## config.mk

```make
export PLATFORM = sky130hd
export DESIGN_NAME = mult8_tile_driver
export DESIGN_NICKNAME = d
export VERILOG_FILES = /design/src/rtl/mult8_pkg.sv /design/src/rtl/mult8_res_fifo.sv /design/src/rtl/mult8_tile_driver.sv
export SDC_FILE = /design/constraint.sdc
export NUM_CORES = 1
export LEC_CHECK = 0
export ABC_AREA = 1
export BUFFER_PORTS_ARGS = -buffer_cell sky130_fd_sc_hd__clkbuf_2
export CAP_MARGIN = 25
export CORE_ASPECT_RATIO = 0.6
export CORE_MARGIN = 2
export CORE_UTILIZATION = 56
export CTS_CLUSTER_SIZE = 16
export DETAILED_ROUTE_END_ITERATION = 8
export HOLD_SLACK_MARGIN = 0.02
export PLACE_DENSITY = 0.87
export SLEW_MARGIN = 15
export SYNTH_ARGS = -nofsm -noshare
export SYNTH_HDL_FRONTEND = slang
export SYNTH_HIERARCHICAL = 1
export SYNTH_SLANG_ARGS = --single-unit
```

## constraint.sdc

```tcl
create_clock -name clk -period 2.7 [get_ports clk]
set_input_delay 0.675 -clock clk [delete_from_list [all_inputs] [get_ports clk]]
set_output_delay 0.675 -clock clk [all_outputs]
set_load 0.1 [all_outputs]
```

## src/rtl/mult8_pkg.sv

```systemverilog
// Shared widths and types for the mult_8 tile driver and its result buffer.
package mult8_pkg;
  localparam int OPW         = 8;
  localparam int PRODW       = 16;
  localparam int LATENCY_MAX = 4;

  typedef logic [OPW-1:0]   operand_t;
  typedef logic [PRODW-1:0] product_t;
endpackage

```

## src/rtl/mult8_res_fifo.sv

```systemverilog
// Synchronous result FIFO, valid/ready read side; write lands the next edge.
// A write while full is accepted only when a pop happens on the same edge.
module mult8_res_fifo
  import mult8_pkg::*;
#(
  parameter int DEPTH = 4
) (
  input  logic             clk,
  input  logic             reset_n,
  input  logic             wr_en,
  input  logic [PRODW-1:0] wr_data,
  output logic             rd_valid,
  input  logic             rd_ready,
  output logic [PRODW-1:0] rd_data
);
  localparam int AW = (DEPTH > 1) ? $clog2(DEPTH) : 1;

  product_t       mem [DEPTH];
  logic [AW:0]    wr_ptr;
  logic [AW:0]    rd_ptr;
  logic           empty;
  logic           full;
  logic           pop;
  logic           push;

  // The extra top bit distinguishes full from empty when the addresses match.
  assign empty    = (wr_ptr == rd_ptr);
  assign full     = (wr_ptr[AW] != rd_ptr[AW]) && (wr_ptr[AW-1:0] == rd_ptr[AW-1:0]);
  assign rd_valid = !empty;
  assign pop      = rd_valid && rd_ready;
  assign push     = wr_en && (!full || pop);
  assign rd_data  = mem[rd_ptr[AW-1:0]];

  always_ff @(posedge clk or negedge reset_n) begin
    if (!reset_n) begin
      wr_ptr <= '0;
      rd_ptr <= '0;
      for (int i = 0; i < DEPTH; i++) mem[i] <= '0;
    end else begin
      if (push) begin
        mem[wr_ptr[AW-1:0]] <= wr_data;
        wr_ptr              <= wr_ptr + (AW+1)'(1);
      end
      if (pop) rd_ptr <= rd_ptr + (AW+1)'(1);
    end
  end
endmodule

```

## src/rtl/mult8_tile_driver.sv

```systemverilog
// Drives a mult_8 tile: registers operands onto its pins, tags each accept through
// the tile latency, buffers products; credits stop accepts once DEPTH are owed.
// Optional MULT8_TILE_DRIVER_CHECK_EN adds a sticky chk_err product self-check.
module mult8_tile_driver
  import mult8_pkg::*;
#(
  parameter int LATENCY = 1,
  parameter int DEPTH   = 4
) (
  input  logic             clk,
  input  logic             reset_n,
  input  logic             op_valid,
  output logic             op_ready,
  input  logic [OPW-1:0]   op_a,
  input  logic [OPW-1:0]   op_b,
  output logic [OPW-1:0]   tile_a,
  output logic [OPW-1:0]   tile_b,
  input  logic [PRODW-1:0] tile_out,
  output logic             res_valid,
  input  logic             res_ready,
  output logic [PRODW-1:0] res_data,
`ifdef MULT8_TILE_DRIVER_CHECK_EN
  output logic             chk_err,
`endif
  output logic             busy
);
  localparam int LAT = (LATENCY > LATENCY_MAX) ? LATENCY_MAX : LATENCY;
  localparam int CW  = $clog2(DEPTH) + 1;

  logic          accept;
  logic          pop;
  logic          capture;
  logic [LAT:0]  tag_sr;
  logic [CW-1:0] credit;

  assign op_ready = (credit < CW'(DEPTH));
  assign accept   = op_valid && op_ready;
  assign pop      = res_valid && res_ready;
  assign capture  = tag_sr[LAT];
  assign busy     = (credit != '0);

  always_ff @(posedge clk or negedge reset_n) begin
    if (!reset_n) begin
      tile_a <= '0;
      tile_b <= '0;
      tag_sr <= '0;
      credit <= '0;
    end else begin
      if (accept) begin
        tile_a <= op_a;
        tile_b <= op_b;
      end
      tag_sr[0] <= accept;
      for (int i = 1; i <= LAT; i++) tag_sr[i] <= tag_sr[i-1];
      case ({accept, pop})
        2'b10:   credit <= credit + CW'(1);
        2'b01:   credit <= credit - CW'(1);
        default: credit <= credit;
      endcase
    end
  end

  mult8_res_fifo #(.DEPTH(DEPTH)) u_res_fifo (
    .clk      (clk),
    .reset_n  (reset_n),
    .wr_en    (capture),
    .wr_data  (tile_out),
    .rd_valid (res_valid),
    .rd_ready (res_ready),
    .rd_data  (res_data)
  );

`ifdef MULT8_TILE_DRIVER_CHECK_EN
  // Operands ride alongside their tag so the exiting product can be checked.
  operand_t chk_a [LAT+1];
  operand_t chk_b [LAT+1];

  always_ff @(posedge clk or negedge reset_n) begin
    if (!reset_n) begin
      chk_err <= 1'b0;
      for (int i = 0; i <= LAT; i++) begin
        chk_a[i] <= '0;
        chk_b[i] <= '0;
      end
    end else begin
      chk_a[0] <= op_a;
      chk_b[0] <= op_b;
      for (int i = 1; i <= LAT; i++) begin
        chk_a[i] <= chk_a[i-1];
        chk_b[i] <= chk_b[i-1];
      end
      if (capture && (tile_out != (product_t'(chk_a[LAT]) * product_t'(chk_b[LAT]))))
        chk_err <= 1'b1;
    end
  end
`endif
endmodule
```

==> Word-level counts from Yosys, hierarchy flattened <==
Index checks and enable logic that the tools add are counted.
{ "word_totals": {"reg_bits": 91, "input_bits": 36, "wordCells": 42} }
{ "op_classes": {"addsub": 4, "n_lt_le_gt_ge": 4, "eq_ne": 5, "n_mux": 7, "bitwise_logic": 2, "n_reduce_logical": 10} }
{ "op_table": {"columns": ["op", "n"], "rows": [
  ["bitwise mux 64 bit", 1],
  ["2-to-1 mux 16 bit", 3],
  ["binary-select mux 16 bit (select 2 bit)", 1],
  ["demux 16 bit (select 2 bit)", 1],
  ["adder 3 x 1 -> 3 bit, second input constant", 3],
  [">= comparator 3 bit, second input constant", 2],
  ["inverter 2 -> 3 bit", 2],
  ["case mux 3 bit (2 select lines)", 1],
  ["logical AND 1 bit", 5],
  ["== test 3 bit", 1],
  ["< comparator 3 x 1 -> 1 bit, second input constant", 1],
  ["< comparator 3 bit, second input constant", 1],
  ["nonzero test 3 bit", 1],
  ["subtractor 3 x 1 -> 3 bit, second input constant", 1],
  ["== test 2 x 1 -> 1 bit, second input constant", 1],
  ["== test 2 bit", 1],
  ["== test 2 bit, second input constant", 1],
  ["zero test 1 bit", 2],
  ["nonzero test 2 bit", 1],
  ["logical OR 1 bit", 1],
  ["inequality test 1 bit", 1]
]} }

==> Longest topological paths before layout <==
{ "depth": {"word_depth": 6, "mapped_depth": 16} }

==> By module <==
The synthesis kept the hierarchy.
{ "by_module_without_submodules": {"columns": ["module", "instances", "cells_per_inst", "area_each_um2"], "rows": [
  ["mult8_res_fifo", 1, 427, 3479.6],
  ["mult8_tile_driver", 1, 93, 853.3]
]} }

==> Least setup slack after synthesis <==
OpenSTA, ideal clock, no wires.
{ "synth_timing": {"path_kind": "reg2out", "from": "reg u_res_fifo.rd_ptr[0]", "to": "out res_data[2]", "arrival_ns": 2.437, "t_required_ns": 2.025, "slack_ns": -0.412, "path_stages_with_launch": 6, "path_buffers": 2, "cell_sequence": "dfrtp_1 buf_2 inv_2 clkbuf_1 o21ai_0 o22ai_1"} }
{ "synth_via": {"elab_chain_cells": 4} }
{ "synth_rtl": {"columns": ["item", "line_no", "rtl"], "rows": [
  ["start, declared", "mult8_res_fifo.sv:20", "logic [AW:0] rd_ptr;"],
  ["start signal, assigned", "mult8_res_fifo.sv:44", "if (pop) rd_ptr <= rd_ptr + (AW+1)'(1);"],
  ["inverter 2 -> 3 bit (implied by the code)", "mult8_res_fifo.sv:32", "assign rd_data = mem[rd_ptr[AW-1:0]];"],
  ["binary-select mux 16 bit (select 2 bit)", "mult8_res_fifo.sv:32", null],
  ["2-to-1 mux 16 bit (implied by the code) (2 in series)", "mult8_res_fifo.sv:32", null],
  ["end, declared", "mult8_tile_driver.sv:21", "output logic [PRODW-1:0] res_data,"]
]} }
No other way between the ends. The select of a mux whose other input is x is not followed.

==> Worst setup path after layout <==
{ "layout_timing": {"from": "reg u_res_fifo.rd_ptr[0]", "to": "out res_data[8]"} }
Same word-level chain as after synthesis.

==> flow_summary.json <==
{
  "status": "complete, no violations",
  "clkTransAtPathRegs_ps": 60,
  "grt_max_degree": 50,
  "wl_per_cell_um": 16.6,
  "critical_path_class": "flip-flop to primary output",
  "dr.pass1.iters": 6,
  "setup_viol": 0,
  "die_h_um": 72.1,
  "syn_nets": 563,
  "numClockSinks": 91,
  "hold_depth": 0,
  "clock_path_buffers": 2,
  "port-buffer-count": 70,
  "cts_tree": "yes",
  "grt_pass1_vias": 3927,
  "fin_crit_sh_pct": 91.6,
  "synth_cells": 520,
  "diodes": 0,
  "post_cts_buffers": 0,
  "antenna_found_initial": 0,
  "grtUsageTotal_pct": 29.1,
  "mostFrequentLayoutCells": "nand2_1, dfrtp_1, nand4_1",
  "drive_gt1_share_pct": 21.9,
  "die_area_um2": 8480,
  "period_needed_ps": 2470,
  "final_nets": 619,
  "worstPathMaxFanout": 19,
  "cts_resized": 0,
  "slew_headroom_pct": 57.1,
  "r2r_end": "credit[1]",
  "vias_per_cell": 5.89,
  "ctsRootBufferMaster": "clkbuf_16",
  "yosysSeqAreaShare_pct": 52.6,
  "rr_startpoint": "u_res_fifo/rd_ptr[1]",
  "initial_core_util_pct": 58.7,
  "ant_nets": 0,
  "hold_viol": 0,
  "arrival_ps": 1800,
  "maxCapViolations": 0,
  "syn_to_final_growth_pct": 23.3,
  "ys_seq_elements": 91,
  "grt_overflow": 0,
  "cp.required_ps": 2030,
  "clock.fmax_mhz": 404,
  "ctsHoldBuffers": 0,
  "syn_area_um2": 4330,
  "fill_cells": 578,
  "fin_tns_setup_ps": 0,
  "worstHoldPathType": "flip-flop to flip-flop",
  "slew_violations": 0,
  "numCtsBuffers": 9,
  "cp-start-kind": "flip-flop",
  "syn_area_per_cell_um2": 8.33,
  "worst_slew_pin_slew_ps": 644,
  "htreeDepth": 3,
  "reg2reg_slack_ps": 490,
  "fp.dieW_um": 118,
  "place.gp.congestion": 0.817,
  "final_common_cell": "nand2_1",
  "place_hpwl_mm": 7.45,
  "row_count": 24,
  "hold_path.startpoint": "tag_sr[0]",
  "routed_wl_mm": 11.4,
  "drtIter0Drc": 352,
  "reg2regPathDepth": 11,
  "drc": 0,
  "min_to": "tag_sr[1]",
  "grt_first_pass_wirelength_mm": 19.3,
  "end_kind": "primary output",
  "ys_types": 21,
  "clock_latency_ps": 340,
  "core_area_um2": 7390,
  "yosys_warnings": 6,
  "vias": 4029,
  "hold_ws_ps": 348,
  "grt_setup_unrepaired": "no",
  "clock_skew_ps": 7.86,
  "ioPinCount": 71
}
cell families (layout without fill, tap and decap cells):
family	Yosys count	in the layout	share of synthesized area (%)
AO/OA/AOI/OAI	50	50	6.24
XOR/XNOR	2	2	0.404
buffers and inverters	53	113	6.06
flip-flops	91	91	52.6
AND/OR/NAND/NOR	317	317	32.5
adder cells (fa/ha/maj)	7	7	2.19
layer usage:
metal  wire, um  track usage (%)  vias to the layer above
met5          0                0                        -
met4        190             7.90                        0
met3        960             9.75                       29
met2       5380             47.3                      182
met1       4860             38.1                     1967
li1           -                -                     1851
critical path, stage by stage, from the launching register on:
cell and delay [ps]:
dfrtp_1 400, inv_2 220, buf_4 300, nor2_1 80, o22ai_2 230, buf_12 210
flip-flops by register name (all words and copies together) (netlist names):
| signal | flops |
|---|---|
| u_res_fifo/mem | 64 |
| tile_a | 8 |
| tile_b | 8 |
| credit | 3 |
| u_res_fifo/rd_ptr | 3 |
| u_res_fifo/wr_ptr | 3 |
| tag_sr | 2 |
metrics by stage:
step	utilization, %	instances	worst slack (ps)	instance area (um2)
global placement	68.8	669	640	5080
CTS	72.3	684	238	5340
detailed placement	68.8	669	505	5080
floorplan	-	520	84.9	4430
finish	72.3	684	227	5340
global route	72.3	684	137	5340
synth_stat cells:
master	count	area [um2]
fa_1	1	20.0
buf_2	7	35.0
xnor2_1	2	17.5
nand4_1	66	413
clkbuf_1	10	37.5
o22ai_1	16	100
inv_4	1	6.26
nand3_2	4	40.0
dfrtp_1	91	2280
inv_2	5	18.8
buf_1	12	45.0
buf_6	4	45.0
o21ai_0	34	170
inv_1	8	30.0
nand2_1	205	769
nor2_1	33	124
ha_1	6	75.1
nand2_4	2	22.5
nand3_1	6	30.0
nor2_4	1	11.3
buf_4	6	45.0
area by class of cell:
class                           count  area (um2)  share of cell area, %
Timing Repair Buffer               84         726                   13.6
Sequential cell                    91        2280                   42.6
Tap cell                          104         130                   2.44
Inverter                           14        55.1                   1.03
Clock buffer                       12         246                   4.61
Clock inverter                      3        15.0                  0.281
Multi-Input combinational cell    376        1890                   35.4
how the worst max path moves through the flow:
stage	start	end	cells past startpoint
after floorplan	u_res_fifo/rd_ptr[1]	credit[2]	15
after global placement	u_res_fifo/rd_ptr[0]	credit[2]	14
after detailed placement	u_res_fifo/rd_ptr[1]	credit[1]	11
after CTS	u_res_fifo/rd_ptr[0]	res_data[12]	5
after global routing	u_res_fifo/rd_ptr[0]	res_data[8]	5
final	u_res_fifo/rd_ptr[0]	res_data[8]	5
Power is not shown: default switching activity piles up to over one toggle a cycle in this logic, so the estimate is an artifact.
